`src/rtl/snn_pkg.sv`:
```
// Shared SNN definitions: neuron count, address width, AER transmitter
// state encoding and a popcount helper for the drop counter.
package snn_pkg;

  localparam int unsigned NUM_NEURONS   = 16;
  localparam int unsigned NEURON_ADDR_W = 4;
  localparam int unsigned CNT_SUM_W     = 5;

  typedef enum logic [1:0] {
    IDLE = 2'd0,
    SEND = 2'd1,
    GAP  = 2'd2
  } aer_tx_state_t;

  // Number of set bits in a spike vector.
  function automatic logic [CNT_SUM_W-1:0] popcount16(input logic [NUM_NEURONS-1:0] v);
    logic [CNT_SUM_W-1:0] s;
    s = '0;
    for (int i = 0; i < int'(NUM_NEURONS); i++) begin
      s = s + CNT_SUM_W'(v[i]);
    end
    return s;
  endfunction

endpackage

```
`src/rtl/rr_arbiter16.sv`:
```
// Combinational round-robin arbiter over 16 requests.
// Ports: req    - request vector
//        ptr    - highest-priority index for this search
//        gnt_addr - first set request at or above ptr (wrapping)
//        gnt_valid - any request present
module rr_arbiter16
  import snn_pkg::*;
(
  input  logic [NUM_NEURONS-1:0]   req,
  input  logic [NEURON_ADDR_W-1:0] ptr,
  output logic [NEURON_ADDR_W-1:0] gnt_addr,
  output logic                     gnt_valid
);

  logic [NUM_NEURONS-1:0]   rot;
  logic [NEURON_ADDR_W-1:0] off;

  // Rotate so ptr lands on bit 0, pick the lowest set bit, then undo the rotation.
  always_comb begin
    rot = NUM_NEURONS'({req, req} >> ptr);
    off = '0;
    for (int i = int'(NUM_NEURONS) - 1; i >= 0; i--) begin
      if (rot[i]) off = NEURON_ADDR_W'(i);
    end
    gnt_addr  = off + ptr;
    gnt_valid = |req;
  end

endmodule

```
`src/rtl/aer_event_tx.sv`:
```
// Address-event transmitter: captures 16-bit spike vectors into a pending
// register and emits them one address at a time, round-robin, spaced so the
// downstream accumulate controller is idle when each event arrives.
// Ports: clock, reset_n (async active-low)
//        spike_in_valid/spike_in - spike vector strobe and bits
//        dest_busy      - consumer unavailable, holds off new events in IDLE
//        event_addr     - address of the last event sent (registered)
//        event_received - one-cycle event strobe (registered)
//        busy           - combinational: spikes pending or FSM not idle
//        dropped_cnt    - saturating count of spikes merged into pending bits
module aer_event_tx
  import snn_pkg::*;
#(
  parameter int unsigned EVENT_GAP = 18
) (
  input  logic                     clock,
  input  logic                     reset_n,
  input  logic                     spike_in_valid,
  input  logic [NUM_NEURONS-1:0]   spike_in,
  input  logic                     dest_busy,
  output logic [NEURON_ADDR_W-1:0] event_addr,
  output logic                     event_received,
  output logic                     busy,
  output logic [7:0]               dropped_cnt
);

  localparam int unsigned GAP_W  = $clog2(EVENT_GAP);
  localparam int unsigned DROP_W = 8;

  aer_tx_state_t            state_q, state_d;
  logic [NUM_NEURONS-1:0]   pend_q, pend_d, clr;
  logic [NEURON_ADDR_W-1:0] rr_q, rr_d, addr_d;
  logic [GAP_W-1:0]         gap_q, gap_d;
  logic                     ev_d;
  logic [DROP_W-1:0]        drop_d;
  logic [DROP_W:0]          drop_sum;
  logic [NEURON_ADDR_W-1:0] gnt_addr;
  logic                     gnt_valid;

  rr_arbiter16 u_arb (
    .req       (pend_q),
    .ptr       (rr_q),
    .gnt_addr  (gnt_addr),
    .gnt_valid (gnt_valid)
  );

  // Next-state and registered-output decode.
  always_comb begin
    state_d = state_q;
    rr_d    = rr_q;
    gap_d   = gap_q;
    addr_d  = event_addr;
    ev_d    = 1'b0;
    clr     = '0;
    unique case (state_q)
      IDLE: begin
        if (gnt_valid && !dest_busy) begin
          state_d = SEND;
          addr_d  = gnt_addr;
          ev_d    = 1'b1;
        end
      end
      SEND: begin
        clr     = NUM_NEURONS'(1) << event_addr;
        rr_d    = event_addr + NEURON_ADDR_W'(1);
        gap_d   = GAP_W'(EVENT_GAP - 3);
        state_d = GAP;
      end
      GAP: begin
        if (gap_q == '0) state_d = IDLE;
        else             gap_d   = gap_q - GAP_W'(1);
      end
      default: state_d = IDLE;
    endcase
  end

  // Pending update (new spikes win over the clear) and saturating drop count.
  always_comb begin
    pend_d   = pend_q & ~clr;
    drop_sum = (DROP_W+1)'(dropped_cnt);
    if (spike_in_valid) begin
      pend_d   = (pend_q & ~clr) | spike_in;
      drop_sum = drop_sum + (DROP_W+1)'(popcount16(spike_in & pend_q & ~clr));
    end
    drop_d = drop_sum[DROP_W] ? '1 : drop_sum[DROP_W-1:0];
  end

  always_ff @(posedge clock or negedge reset_n) begin
    if (!reset_n) begin
      state_q        <= IDLE;
      pend_q         <= '0;
      rr_q           <= '0;
      gap_q          <= '0;
      event_addr     <= '0;
      event_received <= 1'b0;
      dropped_cnt    <= '0;
    end else begin
      state_q        <= state_d;
      pend_q         <= pend_d;
      rr_q           <= rr_d;
      gap_q          <= gap_d;
      event_addr     <= addr_d;
      event_received <= ev_d;
      dropped_cnt    <= drop_d;
    end
  end

  assign busy = (|pend_q) || (state_q != IDLE);

endmodule

```
`config.mk`:
```
export PLATFORM = sky130hd
export DESIGN_NAME = aer_event_tx
export DESIGN_NICKNAME = d
export VERILOG_FILES = /design/src/rtl/snn_pkg.sv /design/src/rtl/rr_arbiter16.sv /design/src/rtl/aer_event_tx.sv
export SDC_FILE = /design/constraint.sdc
export NUM_CORES = 1
export LEC_CHECK = 0
export CAP_MARGIN = 20
export CORE_ASPECT_RATIO = 0.7
export CORE_UTILIZATION = 25
export CTS_CLUSTER_DIAMETER = 200
export DETAILED_ROUTE_END_ITERATION = 16
export HOLD_SLACK_MARGIN = 0.12
export PLACE_DENSITY_LB_ADDON = 0.12
export RECOVER_POWER = 100
export SLEW_MARGIN = 10
export SYNTH_ARGS = -nofsm -noshare
export SYNTH_HDL_FRONTEND = slang
export SYNTH_SLANG_ARGS = --single-unit
```
`constraint.sdc`:
```
create_clock -name clock -period 6.1 [get_ports clock]
set_clock_uncertainty 0.2 [all_clocks]
set_input_delay 0.915 -clock clock [delete_from_list [all_inputs] [get_ports clock]]
set_output_delay 0.915 -clock clock [all_outputs]
set_load 0.03 [all_outputs]
```
==> flow_summary.json <==
{
  "power.leakage_nw": 1.72,
  "r2r_cells": 19,
  "max_stage_delay_ps": 540,
  "seq_area_um2": 1000,
  "vias": 2827,
  "worst_ep_required_time_ps": 6080,
  "final_util_pct": 30.6,
  "globalplace.congestion": 0.753,
  "coreArea_um2": 14100,
  "crit_top_cell": "fa_1",
  "cp-start-kind": "register",
  "ant_nets": 0,
  "cp-startpoint": "state_q[0]$_DFFE_PN0P_",
  "syn_inst": 353,
  "synth_fp_nets": 405,
  "fin_crit_ps": 5780,
  "hold_path.class": "register to register",
  "antennaDiodeCount": 0,
  "ctsHtreeMaxLevel": 2,
  "ys_seq_area_share_pct": 27.5,
  "final_common_cell": "dfrtp_1",
  "clk_latency_ps": 290,
  "worst_pin_slew_ps": 1590,
  "ys_warn_count": 0,
  "synth_area_um2": 3640,
  "drive_gt1_share_pct": 12.4,
  "outcome": "complete, but fails checks",
  "cap_violations": 1,
  "area_delta_synth_final_pct": 18.1,
  "worstPathCellList": "nor2b_1, and3_1, a21boi_1, nand2_1, fa_1, inv_1, fa_1, inv_1, fa_1, inv_1, fa_1, fa_1, fa_1, a21o_1, a21o_1, a21oi_1, nand2b_1, o21ai_0, mux2_2",
  "synth.area.top_cells": "dfrtp_1 (27%), mux4_2 (8.0%), fa_1 (7.1%), ha_1 (6.5%), mux2i_1 (5.2%)",
  "grt_use_met1_pct": 23.0,
  "final_cell_mix": "dfrtp_1 (40), nand2_1 (27), inv_1 (25), mux2i_1 (19), ha_1 (19)",
  "postCtsSetupBuffers": 0,
  "antenna_found_initial": 0,
  "slew_violations": 28,
  "period_share_pct": 94.8,
  "ir_worst_vdd_v": 0.000327,
  "layout.nets": 439,
  "cp_top_family": "adder cells",
  "drc": 0,
  "clock.fmax_ghz": 0.173,
  "worst_setup_path_end_kind": "register",
  "arrival_ps": 5760,
  "r2r_slack_ps": 320,
  "netlist.area_leader.share_pct": 27.5,
  "via_per_inst": 4.89,
  "ys_async_sr_fraction_pct": 100,
  "die-height_um": 103,
  "cts_buffers": 5,
  "wl_um": 9910,
  "yosys.area.top_type": "dfrtp_1",
  "grt_pass1_vias": 2826,
  "grt_use_met2_pct": 18.5,
  "drt_first_pass_iters": 4,
  "slew_headroom_pct": -5.90,
  "violations": "capacitance limit, slew limit",
  "ys_ff_latch": 40,
  "place_hpwl_um": 7690,
  "track_usage_pct": 14.3,
  "path_buf_inv": 3,
  "grt-busiest-layer": "met1",
  "grt_max_degree": 41,
  "regToRegEndpoint": "dropped_cnt[5]$_DFFE_PN0P_",
  "crit_type": "register to register",
  "power.density_nw_per_um2": 539,
  "cpMaxStageDelayCell": "fa_1",
  "finalPower_w": 0.00232,
  "path_max_fanout": 6,
  "multi_input_area_um2": 2400,
  "setup-violations-final": 0,
  "clk_pin_slew_ps": 60,
  "rows": 36,
  "port_buffers": 33,
  "num_io_pins": 34,
  "fillers": 1467,
  "endpoint": "dropped_cnt[5]$_DFFE_PN0P_",
  "start_util_pct": 25.9,
  "dieArea_um2": 15100,
  "die_x_um": 146,
  "use_met3_pct": 2.74,
  "synth_ff_type": "dfrtp_1",
  "clkSinkCount": 40,
  "rsz0062_at_grt": "false",
  "synth-edff-count": 0,
  "ys_types": 63,
  "synth.avg_cell_area_um2": 10.3,
  "finalSetupTns_ps": 0,
  "grt_first_pass_wirelength_um": 16200,
  "post_drt_wl_per_cell_um": 17.1,
  "cts_root_buffer": "clkbuf_16",
  "path_depth": 19,
  "drt_iter0_drc": 124,
  "cts_tree": "done",
  "r2r_start": "state_q[0]$_DFFE_PN0P_",
  "hold_violations": 0,
  "clockBufferDepth": 2,
  "grt_overflow": 0
}
[layer usage]
layer	vias to the layer above	part of all wire (%)	wire [um]
li1	1374	-	-
met1	1406	57	5670
met2	43	38	3810
met3	4	3.8	381
met4	0	0.46	46
met5	-	0	0
[logic make-up after synthesis]
group	after synthesis	synth area share (%)
AO/OA/AOI/OAI	89	18.2
XOR/XNOR	7	1.68
flip-flops	40	27.5
buffers and inverters	43	6.25
multiplexers	49	19.9
AND/OR/NAND/NOR	93	12.8
adder cells (fa/ha/maj)	32	13.7
[where the power goes]
| group | switching, W | internal, W | leakage, nW |
|---|---|---|---|
| Clock | 0.000112 | 0.000163 | 0.0701 |
| Combinational | 0.000807 | 0.000720 | 1.23 |
| Sequential | 0.000157 | 0.000356 | 0.416 |
| Total | 0.00108 | 0.00124 | 1.72 |
[worst min-delay path by stage]
| stage | cells past startpoint | endpoint | startpoint |
|---|---|---|---|
| after floorplan | 1 | gap_q[0]$_DFFE_PN0P_ | gap_q[0]$_DFFE_PN0P_ |
| after global placement | 1 | gap_q[0]$_DFFE_PN0P_ | gap_q[0]$_DFFE_PN0P_ |
| after detailed placement | 1 | gap_q[0]$_DFFE_PN0P_ | gap_q[0]$_DFFE_PN0P_ |
| after CTS | 1 | gap_q[0]$_DFFE_PN0P_ | gap_q[0]$_DFFE_PN0P_ |
| after global routing | 1 | gap_q[0]$_DFFE_PN0P_ | gap_q[0]$_DFFE_PN0P_ |
| final | 1 | gap_q[0]$_DFFE_PN0P_ | gap_q[0]$_DFFE_PN0P_ |
[registers in the layout (all words and copies together) (netlist names)]
signal and flops:
pend_q 16, dropped_cnt 8, gap_q 5, event_addr 4
rr_q 4, state_q 2, event_received 1
[synthesized netlist by cell type, drive strengths merged, types with 2 or more instances]
| master | count |
|---|---|
| nand3 | 8 |
| fa | 13 |
| buf | 7 |
| ha | 19 |
| nand2b | 5 |
| nor4 | 4 |
| a31oi | 2 |
| a22o | 7 |
| inv | 27 |
| nor3b | 2 |
| xnor2 | 2 |
| xor2 | 5 |
| o21a | 4 |
| mux4 | 16 |
| nand4 | 2 |
| a211oi | 4 |
| a21oi | 15 |
| dfrtp | 40 |
| a21boi | 10 |
| nor2b | 3 |
| nand2 | 27 |
| mux2 | 13 |
| nor2 | 17 |
| and2 | 4 |
| or3 | 3 |
| o21ai | 9 |
| a21o | 15 |
| clkbuf | 8 |
| mux2i | 20 |
| o22a | 6 |
| and3 | 9 |
| a211o | 2 |
| nor3 | 5 |
| o2111ai | 3 |
| o211ai | 2 |
[stage by stage]
| step | std cells | setup slack, ps | area [um^2] | hold slack, ps |
|---|---|---|---|---|
| after global routing | 578 | 16.3 | 4300 | 324 |
| after floorplan | 353 | 551 | 3640 | 262 |
| after detailed placement | 568 | 39.8 | 4130 | 296 |
| after CTS | 576 | 277 | 4280 | 305 |
| after global placement | 568 | 85.1 | 4130 | 297 |
| final | 578 | 318 | 4300 | 304 |
[cell type report]
class | count | area share (%)
Timing Repair Buffer | 42 | 9.31
Sequential cell | 40 | 23.3
Clock inverter | 1 | 0.175
Tap cell | 190 | 5.53
Inverter | 28 | 2.44
Multi-Input combinational cell | 270 | 55.9
Clock buffer | 7 | 3.32
[what timing repair did]
| action | in CTS | in global routing |
|---|---|---|
| endpoints found under the setup margin | 0 | 1 |
| gates resized for setup | 0 | 1 |
| hold buffers | 0 | 0 |
Power figures use the tool's default switching activity.
